`src/rtl/router_csr_mc_pkg.sv`:
```
// Shared definitions for the router CSR bank.
// Holds the register map offsets, the read FSM state type, the address decode
// kind and the byte-strobe merge helper.
package router_csr_mc_pkg;

    // Register map (byte offsets within the 4 KiB window)
    localparam logic [11:0] CFG_BASE = 12'h000;
    localparam logic [11:0] STA_BASE = 12'h100;
    localparam logic [11:0] PEND_OFS = 12'h200;
    localparam logic [11:0] MASK_OFS = 12'h204;
    localparam logic [11:0] SNAP_OFS = 12'h208;

    typedef enum logic {
        IDLE,
        RDATA
    } fsm_e;

    typedef enum logic [2:0] {
        CFG,
        STA,
        PEND,
        MASK,
        SNAP,
        NOOP
    } dec_e;

    // Replace the bytes of old_word whose strobe is set with the matching bytes of wdata.
    function automatic logic [31:0] apply_strb(input logic [31:0] old_word,
                                               input logic [31:0] wdata,
                                               input logic [3:0]  strb);
        logic [31:0] res;
        res = old_word;
        for (int b = 0; b < 4; b++) begin
            if (strb[b]) res[b*8 +: 8] = wdata[b*8 +: 8];
        end
        return res;
    endfunction

endpackage

```
`src/rtl/router_csr_mc_if.sv`:
```
// Host register bus between the bus master and the router CSR bank.
//   write/read   : requests (read held until ready)
//   addr         : byte address
//   wdata/wstrb  : write data and byte enables
//   rdata        : read data, non-zero only while ready & read
//   error        : access error, valid with ready
//   ready        : transfer complete
interface router_csr_mc_if #(
    parameter int unsigned AWIDTH = 32,
    parameter int unsigned DWIDTH = 32
) ();

    logic                  write;
    logic                  read;
    logic [AWIDTH-1:0]     addr;
    logic [DWIDTH-1:0]     wdata;
    logic [DWIDTH/8-1:0]   wstrb;
    logic [DWIDTH-1:0]     rdata;
    logic                  error;
    logic                  ready;

    modport master (
        output write, read, addr, wdata, wstrb,
        input  rdata, error, ready
    );

    modport slave (
        input  write, read, addr, wdata, wstrb,
        output rdata, error, ready
    );

endinterface

```
`src/rtl/router_csr_sta_chan.sv`:
```
// One status channel of the router CSR bank.
// Samples the live status word every cycle unless frozen; while frozen only a
// capture pulse reloads it. chg pulses in the cycle the held word is about to
// change, so the pending bit sets on the same edge that updates the word.
//   i_hclk, i_hreset : clock, asynchronous active-high reset
//   freeze           : hold the sampled word
//   capture          : one-cycle reload request while frozen
//   sta_in           : live status word from the datapath
//   sta              : sampled status word
//   chg              : change-detect set pulse for the pending bit
module router_csr_sta_chan #(
    parameter int unsigned DWIDTH = 32
) (
    input  logic              i_hclk,
    input  logic              i_hreset,
    input  logic              freeze,
    input  logic              capture,
    input  logic [DWIDTH-1:0] sta_in,
    output logic [DWIDTH-1:0] sta,
    output logic              chg
);

    logic [DWIDTH-1:0] sta_q;
    logic              update;

    assign update = !freeze || capture;
    assign chg    = update && (sta_in != sta_q);
    assign sta    = sta_q;

    always_ff @(posedge i_hclk or posedge i_hreset) begin
        if (i_hreset) begin
            sta_q <= '0;
        end else if (update) begin
            sta_q <= sta_in;
        end
    end

endmodule

```
`src/rtl/router_csr_mc.sv`:
```
// Router CSR bank: NUM_CFG read/write config words, NUM_STA sampled status
// words with freeze/capture, change-detect pending bits (W1C), interrupt mask
// and a registered interrupt. Writes complete in the request cycle; reads take
// one wait state.
//   i_hclk, i_hreset : clock, asynchronous active-high reset
//   bus              : host register bus (slave side)
//   o_cfg            : config words, word i at [i*32 +: 32]
//   i_sta            : live status words, word i at [i*32 +: 32]
//   o_irq            : registered |(PEND & MASK)
module router_csr_mc
    import router_csr_mc_pkg::*;
#(
    parameter int unsigned               AWIDTH  = 32,
    parameter int unsigned               DWIDTH  = 32,
    parameter int unsigned               NUM_CFG = 8,
    parameter int unsigned               NUM_STA = 8,
    parameter logic [NUM_CFG*DWIDTH-1:0] CFG_RST = '0
) (
    input  logic                        i_hclk,
    input  logic                        i_hreset,
    router_csr_mc_if.slave              bus,
    output logic [NUM_CFG*DWIDTH-1:0]   o_cfg,
    input  logic [NUM_STA*DWIDTH-1:0]   i_sta,
    output logic                        o_irq
);

    logic [DWIDTH-1:0]  cfg_q [NUM_CFG];
    logic [DWIDTH-1:0]  cfg_d [NUM_CFG];
    logic [NUM_STA-1:0] pend_q, pend_d, pend_clr;
    logic [NUM_STA-1:0] mask_q, mask_d;
    logic [DWIDTH-1:0]  mask_full;
    logic               freeze_q, freeze_d;
    logic               capture;
    logic               irq_q;
    fsm_e               state_q, state_d;
    logic [DWIDTH-1:0]  rdata_q, rd_word;
    logic               rerr_q;
    logic               rd_cap;
    logic               we;
    logic [DWIDTH-1:0]  sta_word [NUM_STA];
    logic [NUM_STA-1:0] sta_chg;
    logic [11:0]        off;
    int unsigned        idx;
    dec_e               kind;

    // Only the low 12 address bits take part in decode.
    logic unused_addr;
    assign unused_addr = ^bus.addr[AWIDTH-1:12];

    // Address decode; misaligned offsets are unmapped.
    always_comb begin
        off  = bus.addr[11:0];
        idx  = 32'(off[7:2]);
        kind = NOOP;
        if (off[1:0] == 2'b00) begin
            if (off[11:8] == CFG_BASE[11:8] && idx < NUM_CFG) begin
                kind = CFG;
            end else if (off[11:8] == STA_BASE[11:8] && idx < NUM_STA) begin
                kind = STA;
            end else if (off == PEND_OFS) begin
                kind = PEND;
            end else if (off == MASK_OFS) begin
                kind = MASK;
            end else if (off == SNAP_OFS) begin
                kind = SNAP;
            end
        end
    end

    // Read wins over a simultaneous write, and nothing is written mid-read.
    assign we = (state_q == IDLE) && bus.write && !bus.read;

    // Read mux, registered on the request edge.
    always_comb begin
        rd_word = '0;
        unique case (kind)
            CFG: begin
                for (int unsigned i = 0; i < NUM_CFG; i++) begin
                    if (idx == i) rd_word = cfg_q[i];
                end
            end
            STA: begin
                for (int unsigned i = 0; i < NUM_STA; i++) begin
                    if (idx == i) rd_word = sta_word[i];
                end
            end
            PEND:    rd_word = 32'(pend_q);
            MASK:    rd_word = 32'(mask_q);
            SNAP:    rd_word = 32'(freeze_q);  // CAPTURE always reads 0
            default: rd_word = '0;
        endcase
    end

    // Register-write next state.
    always_comb begin
        cfg_d     = cfg_q;
        mask_d    = mask_q;
        mask_full = '0;
        freeze_d  = freeze_q;
        capture   = 1'b0;
        pend_clr  = '0;
        if (we) begin
            unique case (kind)
                CFG: begin
                    for (int unsigned i = 0; i < NUM_CFG; i++) begin
                        if (idx == i) cfg_d[i] = apply_strb(cfg_q[i], bus.wdata, bus.wstrb);
                    end
                end
                MASK: begin
                    mask_full = apply_strb(32'(mask_q), bus.wdata, bus.wstrb);
                    mask_d    = mask_full[NUM_STA-1:0];
                end
                PEND: pend_clr = bus.wdata[NUM_STA-1:0];
                SNAP: begin
                    freeze_d = bus.wdata[0];
                    capture  = bus.wdata[1];
                end
                default: ;
            endcase
        end
        // A change event in the clearing cycle keeps the bit set.
        pend_d = (pend_q & ~pend_clr) | sta_chg;
    end

    // Read FSM and bus responses.
    always_comb begin
        state_d   = state_q;
        bus.ready = 1'b1;
        bus.error = 1'b0;
        bus.rdata = '0;
        rd_cap    = 1'b0;
        unique case (state_q)
            IDLE: begin
                if (bus.read) begin
                    bus.ready = 1'b0;
                    rd_cap    = 1'b1;
                    state_d   = RDATA;
                end else if (bus.write) begin
                    bus.error = (kind == STA) || (kind == NOOP);
                end
            end
            RDATA: begin
                bus.rdata = rdata_q;
                bus.error = rerr_q;
                state_d   = IDLE;
            end
            default: state_d = IDLE;
        endcase
    end

    always_ff @(posedge i_hclk or posedge i_hreset) begin
        if (i_hreset) begin
            state_q <= IDLE;
        end else begin
            state_q <= state_d;
        end
    end

    always_ff @(posedge i_hclk or posedge i_hreset) begin
        if (i_hreset) begin
            rdata_q <= '0;
            rerr_q  <= 1'b0;
        end else if (rd_cap) begin
            rdata_q <= rd_word;
            rerr_q  <= (kind == NOOP);
        end
    end

    always_ff @(posedge i_hclk or posedge i_hreset) begin
        if (i_hreset) begin
            for (int i = 0; i < NUM_CFG; i++) cfg_q[i] <= CFG_RST[i*DWIDTH +: DWIDTH];
            pend_q   <= '0;
            mask_q   <= '0;
            freeze_q <= 1'b0;
            irq_q    <= 1'b0;
        end else begin
            cfg_q    <= cfg_d;
            pend_q   <= pend_d;
            mask_q   <= mask_d;
            freeze_q <= freeze_d;
            irq_q    <= |(pend_q & mask_q);
        end
    end

    for (genvar g = 0; g < NUM_CFG; g++) begin : g_cfg_out
        assign o_cfg[g*DWIDTH +: DWIDTH] = cfg_q[g];
    end

    for (genvar g = 0; g < NUM_STA; g++) begin : g_sta
        router_csr_sta_chan #(
            .DWIDTH (DWIDTH)
        ) u_chan (
            .i_hclk   (i_hclk),
            .i_hreset (i_hreset),
            .freeze   (freeze_q),
            .capture  (capture),
            .sta_in   (i_sta[g*DWIDTH +: DWIDTH]),
            .sta      (sta_word[g]),
            .chg      (sta_chg[g])
        );
    end

    assign o_irq = irq_q;

endmodule

```
`src/flat_wrapper.sv`:
```
// flat-port wrapper written by rule: the top's interface ports become plain ports
module router_csr_mc_flat import router_csr_mc_pkg::*;
#(
    parameter int unsigned               AWIDTH  = 32,
    parameter int unsigned               DWIDTH  = 32,
    parameter int unsigned               NUM_CFG = 8,
    parameter int unsigned               NUM_STA = 8,
    parameter logic [NUM_CFG*DWIDTH-1:0] CFG_RST = '0
)
  (i_hclk, i_hreset, o_cfg, i_sta, o_irq, bus_write, bus_read, bus_addr, bus_wdata, bus_wstrb, bus_rdata, bus_error, bus_ready);
  router_csr_mc_if #(.AWIDTH(AWIDTH), .DWIDTH(DWIDTH)) bus_i ();
  input  logic i_hclk;
  input  logic i_hreset;
  output logic [NUM_CFG*DWIDTH-1:0] o_cfg;
  input  logic [NUM_STA*DWIDTH-1:0] i_sta;
  output logic o_irq;
  input wire logic [$bits(bus_i.write)-1:0] bus_write;
  input wire logic [$bits(bus_i.read)-1:0] bus_read;
  input wire logic [$bits(bus_i.addr)-1:0] bus_addr;
  input wire logic [$bits(bus_i.wdata)-1:0] bus_wdata;
  input wire logic [$bits(bus_i.wstrb)-1:0] bus_wstrb;
  output wire logic [$bits(bus_i.rdata)-1:0] bus_rdata;
  output wire logic [$bits(bus_i.error)-1:0] bus_error;
  output wire logic [$bits(bus_i.ready)-1:0] bus_ready;
  assign bus_i.write = bus_write;
  assign bus_i.read = bus_read;
  assign bus_i.addr = bus_addr;
  assign bus_i.wdata = bus_wdata;
  assign bus_i.wstrb = bus_wstrb;
  assign bus_rdata = bus_i.rdata;
  assign bus_error = bus_i.error;
  assign bus_ready = bus_i.ready;
  router_csr_mc #(.AWIDTH(AWIDTH), .DWIDTH(DWIDTH), .NUM_CFG(NUM_CFG), .NUM_STA(NUM_STA), .CFG_RST(CFG_RST)) u_core (.i_hclk(i_hclk), .i_hreset(i_hreset), .bus(bus_i), .o_cfg(o_cfg), .i_sta(i_sta), .o_irq(o_irq));
endmodule
```
`config.mk`:
```
export PLATFORM = sky130hd
export DESIGN_NAME = router_csr_mc_flat
export DESIGN_NICKNAME = d
export VERILOG_FILES = /design/src/rtl/router_csr_mc_pkg.sv /design/src/rtl/router_csr_mc_if.sv /design/src/rtl/router_csr_sta_chan.sv /design/src/rtl/router_csr_mc.sv /design/src/flat_wrapper.sv
export SDC_FILE = /design/constraint.sdc
export NUM_CORES = 1
export LEC_CHECK = 0
export BUFFER_PORTS_ARGS = -buffer_cell sky130_fd_sc_hd__buf_2
export CORE_ASPECT_RATIO = 0.75
export CORE_MARGIN = 10
export CORE_UTILIZATION = 40
export CTS_CLUSTER_DIAMETER = 120
export CTS_CLUSTER_SIZE = 24
export DETAILED_ROUTE_END_ITERATION = 10
export SETUP_SLACK_MARGIN = 0.3
export SLEW_MARGIN = 25
export SYNTH_ARGS = -nofsm -noshare
export SYNTH_HDL_FRONTEND = slang
export SYNTH_SLANG_ARGS = --single-unit
export TNS_END_PERCENT = 20
```
`constraint.sdc`:
```
create_clock -name i_hclk -period 18.3 [get_ports i_hclk]
set_input_delay 3.66 -clock i_hclk [delete_from_list [all_inputs] [get_ports i_hclk]]
set_output_delay 3.66 -clock i_hclk [all_outputs]
set_load 0.02 [all_outputs]
```
==> metrics, run 1 <==
Syn Area/Cell=12.2 µm²; first-pass GRT wire length=164,000 µm; initial antenna violation count=36; Initial DRC Count=1,946; post-CTS sizing=0; Max-Slew Margin vs Limit=0.300; vias per cell=5.74; number of synthesized flops with an enable pin=0; Final TNS setup=0 ns; Chip Width=331 µm; Synth Area in Compound Gates=0.0734; Distinct cells, synth=62; Area Growth Syn to Fin=16.3%; Vias=22,200; worst-path fanout max=51; largest family of logic cells by synthesized area=multiplexers; H-tree levels=1; fill count=6,751; Syn Inst Count=2,382; setup slack after layout=8.58 ns; 1st-pass router iterations=6; Data required, critical path=14.64 ns; P_leak=0.0162 µW; DP Area=32,900 µm²; most frequent cells in the layout=buf_2 (596), dfrtp_1 (564), mux2_2 (514); Top Ports=619; leading cell type in the layout, fill and taps excluded=buf_2; Worst VDD drop=0.0000617 V; syn_nets=2,710; Synth Area in XOR/XNOR=0.0774; hpwl dp=87,600 µm; IO Port Bufs=598; status=complete, no violations; Synth Warn #=0; setup bufs post-CTS=0; CTS Root Buffer Type=clkbuf_16; DIE AREA=83,700 µm²; Num CTS Buffers=27; Worst-Skew Late Latency=0.62 ns; CP arrival=6.06 ns; final setup fails=0; Clk pin slew, worst setup/hold paths=0.10 ns; total core area=71,800 µm²; Final Hold Fails=0; Max Cap Violations=0; pre-CTS setup slack=8.54 ns; Worst Setup Path Type=primary input to output port; Pwr Density=67.5 nW/µm²; Worst Hold Class=flip-flop to flip-flop; Post-layout nets=3,233; fin. max-slew vios=0; Slew @ Worst Pin=1.05 ns; Max Clk Rate=0.103 GHz; CTS tree=yes; mux share of post-synthesis cell area=0.256; Residual DRC=0; vias in the first global route=22,900; CTS Sinks=564; min Tclk post-route=9.72 ns; CTS Buffer Depth=3; final worst path period share=0.531; Post-DRT Antenna Nets=0; Setup Skew=0.0338 ns; routability cong.=0.924; ys flop type=dfrtp_1; GRT Total Usage=0.264; minimum hold slack=0.483 ns; Remaining Overflow, GRT=0; RSZ-0062 raised after global routing=no; ys async rst share=1.00; post-synthesis sequential area ratio=0.487; largest net degree at the start of global routing=180; hold_buf cts=0; #FFs+latches synth=564; WL/cell=29.7 µm; critical path endpoint category=output port; post-synthesis simple-gate area fraction=0.0850; Die Ht=253 µm; cell area after technology mapping=29,000 µm²; adder-cell share of the synthesized area=0; share of layout cells above drive strength 1=0.429; Rows=85; final wirelength=115,000 µm; Startpoint Class=primary input; Starting Density=0.403; Final Cell Area=33,700 µm²; final core occ=0.469
## through the flow
| stage | instances | total power [µW] |
|---|---|---|
| CTS | 3860 | 2290 |
| floorplan | 2382 | 1470 |
| global route | 3864 | 2360 |
| detailed placement | 3832 | 1610 |
| global placement | 3831 | 1600 |
| finish | 3871 | 2270 |
## critical path, cell delays in order
cell and delay (ns):
buf_2 0.69, or4_2 0.26, buf_4 0.62, nor2_1 0.18, a21oi_1 0.19, a22o_1 0.21, buf_2 0.19
## where the power goes
| part | total, µW | internal (µW) | leakage [µW] | switching [µW] |
|---|---|---|---|---|
| logic | 279 | 102 | 0.00861 | 178 |
| registers | 1310 | 1280 | 0.00723 | 30.4 |
| clock network | 686 | 266 | 0.000340 | 420 |
## state kept, by name, summed over array words and instances (netlist names), 8 cells and up
signal	cells
u_core.g_sta.u_chan.sta	256
u_core.mask_q	8
u_core.o_cfg	256
u_core.pend_q	8
u_core.rdata_q	32
## logic make-up after synthesis
group                     count (synthesis)
muxes                                   653
DFF                                     564
and+or+nand+nor                         439
AOI/OAI and AO/OA                       329
xor gates and xnor gates                256
buffers and inverters                   141
## layer usage
metal,share of wire,wire (µm),global-route usage,up-vias
met2,0.47,53900,0.426,840
met3,0.086,9860,0.0613,158
met1,0.41,47700,0.354,11500
li1,-,-,-,9694
met5,0.0026,303,0,-
met4,0.028,3270,0.0669,48
## final cells by class
type	instances	area (µm²)	share of cell area
Clock buffer	27	676	0.0201
Tap cell	957	1200	0.0356
Multi-Input combinational cell	1677	14300	0.425
Sequential cell	564	14100	0.419
Inverter	4	18.8	0.000558
Clock inverter	1	16.3	0.000483
Timing Repair Buffer	631	3310	0.0983
Antenna cell	10	25.0	0.000743
## synthesized netlist by cell type (10+ instances only)
cell | count | area share
o21ai_0 | 97 | 0.017
nor2_1 | 126 | 0.016
o2bb2ai_1 | 10 | 0.0030
nand2_1 | 105 | 0.014
and2_1 | 32 | 0.0069
nor3_4 | 20 | 0.011
o211ai_1 | 52 | 0.013
xor2_1 | 256 | 0.077
mux2_2 | 514 | 0.20
nand4_1 | 21 | 0.0045
nor3_1 | 25 | 0.0043
mux2i_1 | 108 | 0.037
clkbuf_1 | 69 | 0.0089
a21oi_1 | 63 | 0.011
buf_2 | 46 | 0.0080
nor4_1 | 64 | 0.014
a211oi_1 | 43 | 0.011
mux4_2 | 17 | 0.013
o2111ai_1 | 21 | 0.0064
buf_1 | 19 | 0.0025
mux2_1 | 14 | 0.0054
dfrtp_1 | 564 | 0.49
## path summary, 6_finish.rpt
check                              startpoint                             end  slack [ns]  depth (start not counted)
setup / recovery                  bus_addr[4]                       bus_error        8.58                          7
hold / removal             u_core.rdata_q[19]              u_core.rdata_q[19]        0.48                          2
setup reg to reg               u_core.state_q  u_core.g_sta[4].u_chan.sta[20]       14.68                          8
hold reg to reg            u_core.rdata_q[19]              u_core.rdata_q[19]        0.48                          2
max in group asynchronous            i_hreset                u_core.o_cfg[14]       12.81                          5
min in group asynchronous            i_hreset                u_core.o_cfg[39]        3.01                          2
Power figures use the tool's default switching activity.
==> inputs of run 2 (changes only) <==
--- a/config.mk
+++ b/config.mk
@@ -5,6 +5,7 @@
 export SDC_FILE = /design/constraint.sdc
 export NUM_CORES = 1
 export LEC_CHECK = 0
+export ABC_AREA = 1
 export BUFFER_PORTS_ARGS = -buffer_cell sky130_fd_sc_hd__buf_2
 export CORE_ASPECT_RATIO = 0.75
 export CORE_MARGIN = 10
==> constraint.sdc (replaced) <==
create_clock -name i_hclk -period 9.5 [get_ports i_hclk]
set_input_delay 1.9 -clock i_hclk [delete_from_list [all_inputs] [get_ports i_hclk]]
set_output_delay 1.9 -clock i_hclk [all_outputs]
set_load 0.02 [all_outputs]
==> metrics, run 2 <==
status=complete, no violations; met2 GRT Util=0.414 (-0.0118); Syn Area/Cell=7.80 µm² (-36%); Worst-Skew Late Latency=0.63 ns (about the same); final setup fails=0 (unchanged); Syn Inst Count=3,662 (+54%); final core occ=0.470 (+0.00154); P_leak=0.0176 µW (+8.9%); Clk pin slew, worst setup/hold paths=0.10 ns (about the same); final worst path period share=0.648; top post-synthesis cells by count=nand2_1 (1,172), dfrtp_1 (564), inv_1 (370); CTS Buffer Depth=3 (unchanged); critical path endpoint category=output port; Chip Width=328 µm (-0.67%); grt met1 use=0.396 (+0.0414); most frequent cells in the layout=nand2_1 (1,172), buf_2 (598), dfrtp_1 (564); Setup Skew=0.0258 ns (-0.00806 ns); sequential power share=0.584 (+0.009); Pwr Density=129 nW/µm² (+92%); cell area after technology mapping=28,500 µm² (-1.4%); Final Hold Fails=0 (unchanged); Starting Density=0.405 (+0.00204); Post-DRT Antenna Nets=0 (unchanged); Yosys top cell area share=0.494 (+0.00699); Slew @ Worst Pin=1.13 ns (+0.0804 ns); post-synthesis sequential area ratio=0.494 (+0.00699); R2R depth=5 (-3); min Tclk post-route=6.15 ns; Vias=26,800 (+21%); Internal=3140 µW (+91%); Reg2Reg Setup Slack=6.27 ns (-8.41 ns); Max Cap Violations=0 (unchanged); CP arrival=4.25 ns (-1.81 ns); CTS Sinks=564 (unchanged); worst r2r src=u_core.state_q; hold worst-path end=u_core.rdata_q[6]; fill count=7,212 (+6.8%); initial antenna violation count=31 (-14%); DIE AREA=82,600 µm² (-1.3%); final wirelength=118,000 µm (+2.7%); Cell Chain, Critical Path=buf_2 -> nor2_2 -> nand3_1 -> nor2_1 -> inv_1 -> nand3_1 -> o21ai_0 -> buf_2; vias per cell=5.23 (-8.9%); cell taking the most area after synthesis=dfrtp_1; Data required, critical path=7.60 ns (-7.04 ns); fin. max-slew vios=0 (unchanged); GRT Max-Usage Layer=met2; setup bufs post-CTS=0 (unchanged); worst-path fanout max=12 (-76%); Post-layout nets=4,483 (+39%); number of synthesized flops with an enable pin=0 (unchanged); Worst R2R End=u_core.o_cfg[116]; 1st-pass router iterations=5 (-1); CTS tree=yes; DP Area=32,300 µm² (-1.7%); Die Ht=251 µm (-0.65%); first-pass GRT wire length=170,000 µm (+3.5%); ys async rst share=1.00 (unchanged); CP bufs+invs=3 (unchanged); GRT Total Usage=0.274 (+0.0101); critical path's slowest cell=nand3_1; share of layout cells above drive strength 1=0.176 (-0.253); Max Clk Rate=0.163 GHz; Startpoint Class=primary input; post-CTS sizing=0 (unchanged); total core area=70,400 µm² (-1.9%); leading cell type in the layout, fill and taps excluded=nand2_1; WL/cell=23.1 µm (-22%); RSZ-0062 raised after global routing=no; H-tree levels=1 (unchanged); Max-Slew Margin vs Limit=0.244 (-0.0564); top cells by area, synth=dfrtp_1 (49%), nand2_1 (15%), xnor2_1 (5.6%); IO Port Bufs=598 (unchanged); #FFs+latches synth=564 (unchanged); Worst VDD drop=0.000127 V (+110%); Remaining Overflow, GRT=0 (unchanged); Initial DRC Count=2,984 (+53%); ys flop type=dfrtp_1; routability cong.=0.951 (+2.9%); hold_buf cts=0 (unchanged); hpwl dp=90,400 µm (+3.2%); Top Ports=619 (unchanged); CTS Root Buffer Type=clkbuf_16; vias in the first global route=24,700 (+7.9%); Num CTS Buffers=27 (unchanged); Worst Setup Path Type=primary input to output port; largest net degree at the start of global routing=164 (-8.9%); Area Growth Syn to Fin=16.0%; hold_sp=u_core.rdata_q[6]; switching share of power=0.268 (-0.00795); syn_nets=3,990 (+47%); cell family contributing the most delay on the critical path=simple AND/OR/NAND/NOR gates; switching pwr=1150 µW (+83%); Distinct cells, synth=35 (-44%); Clock Power Share=0.311 (+0.009); Final Cell Area=33,100 µm² (-1.6%); Synth Warn #=0 (unchanged); count leader, synth=nand2_1; Worst Hold Class=flip-flop to flip-flop; CP peak stage delay=0.72 ns (+0.03 ns); M3 GR Usage=0.0490 (-0.0122); Comb pwr share=0.105 (-0.018); Rows=84 (-1.2%); hold path depth=2 (unchanged); Residual DRC=0 (unchanged)
## run 2: cell types whose count changed after synthesis, sizes merged, moves of 87 or more
cell and change:
nand2 +1067, inv +370, a21oi +95, o21ai +438
xor2 -229, nand4 +87, mux2i -108, xnor2 +181
mux2 -528
## run 2: logic make-up after synthesis
| group | after synthesis | share of synthesized area |
|---|---|---|
| simple gates | 1618 | 0.235 |
| compound gates | 726 | 0.131 |
| flops | 564 | 0.494 |
| buf+inv | 546 | 0.0754 |
| xor+xnor | 208 | 0.0638 |
## run 2: worst max-delay path by stage
stage / from / endpoint / cells past startpoint
4_1_cts: bus_addr[7] / bus_error / 8
6_report: bus_addr[7] / bus_error / 8
5_1_grt: bus_addr[7] / bus_error / 8
3_3_place_gp: bus_addr[7] / bus_error / 8
3_5_place_dp: bus_addr[7] / bus_error / 8
2_1_floorplan: i_hreset / u_core.freeze_q / 1
## run 2: area by class of cell
type	instances	area [µm²]	area share
flip-flops and latches	564	14100	0.426
clock inverters	2	25.0	0.000755
inverters	375	1410	0.0426
repair buffers	635	3340	0.101
diodes	21	52.6	0.00159
clock buffers	27	676	0.0204
well taps	946	1180	0.0357
multi-input cells	2552	12300	0.372
## run 2: metal layers
| layer | vias up | part of all wire | wire length [µm] |
|---|---|---|---|
| li1 | 12700 | - | - |
| met1 | 13000 | 0.45 | 52900 |
| met2 | 1008 | 0.44 | 52200 |
| met3 | 148 | 0.078 | 9240 |
| met4 | 8 | 0.033 | 3840 |
| met5 | - | 0.00041 | 49 |
## run 2: through the flow
stage	instances	setup WS [ns]	TNS (ns)	power, µW	hold slack [ns]
final	5122	3.35	0	4290	0.490
after global routing	5116	3.24	0	4450	0.509
after CTS	5100	3.48	0	4310	0.493
after detailed placement	5071	3.49	0	3000	0.465
after global placement	5071	3.50	0	2990	0.465
after floorplan	3662	-0.0797	-44.94	2800	0.449
## run 2: power by group through the flow
stage / logic (µW) / clock network (µW) / registers, µW
CTS: 450 / 1360 / 2500
global placement: 444 / 0 / 2550
global route: 501 / 1440 / 2510
finish: 448 / 1340 / 2510
detailed placement: 447 / 0 / 2550
floorplan: 258 / 0 / 2540
## run 2: tightest hold or removal path, cell delays in order, from the launching register on
cell	delay [ns]
dfrtp_1	0.36
nand2_1	0.05
nand2_1	0.05
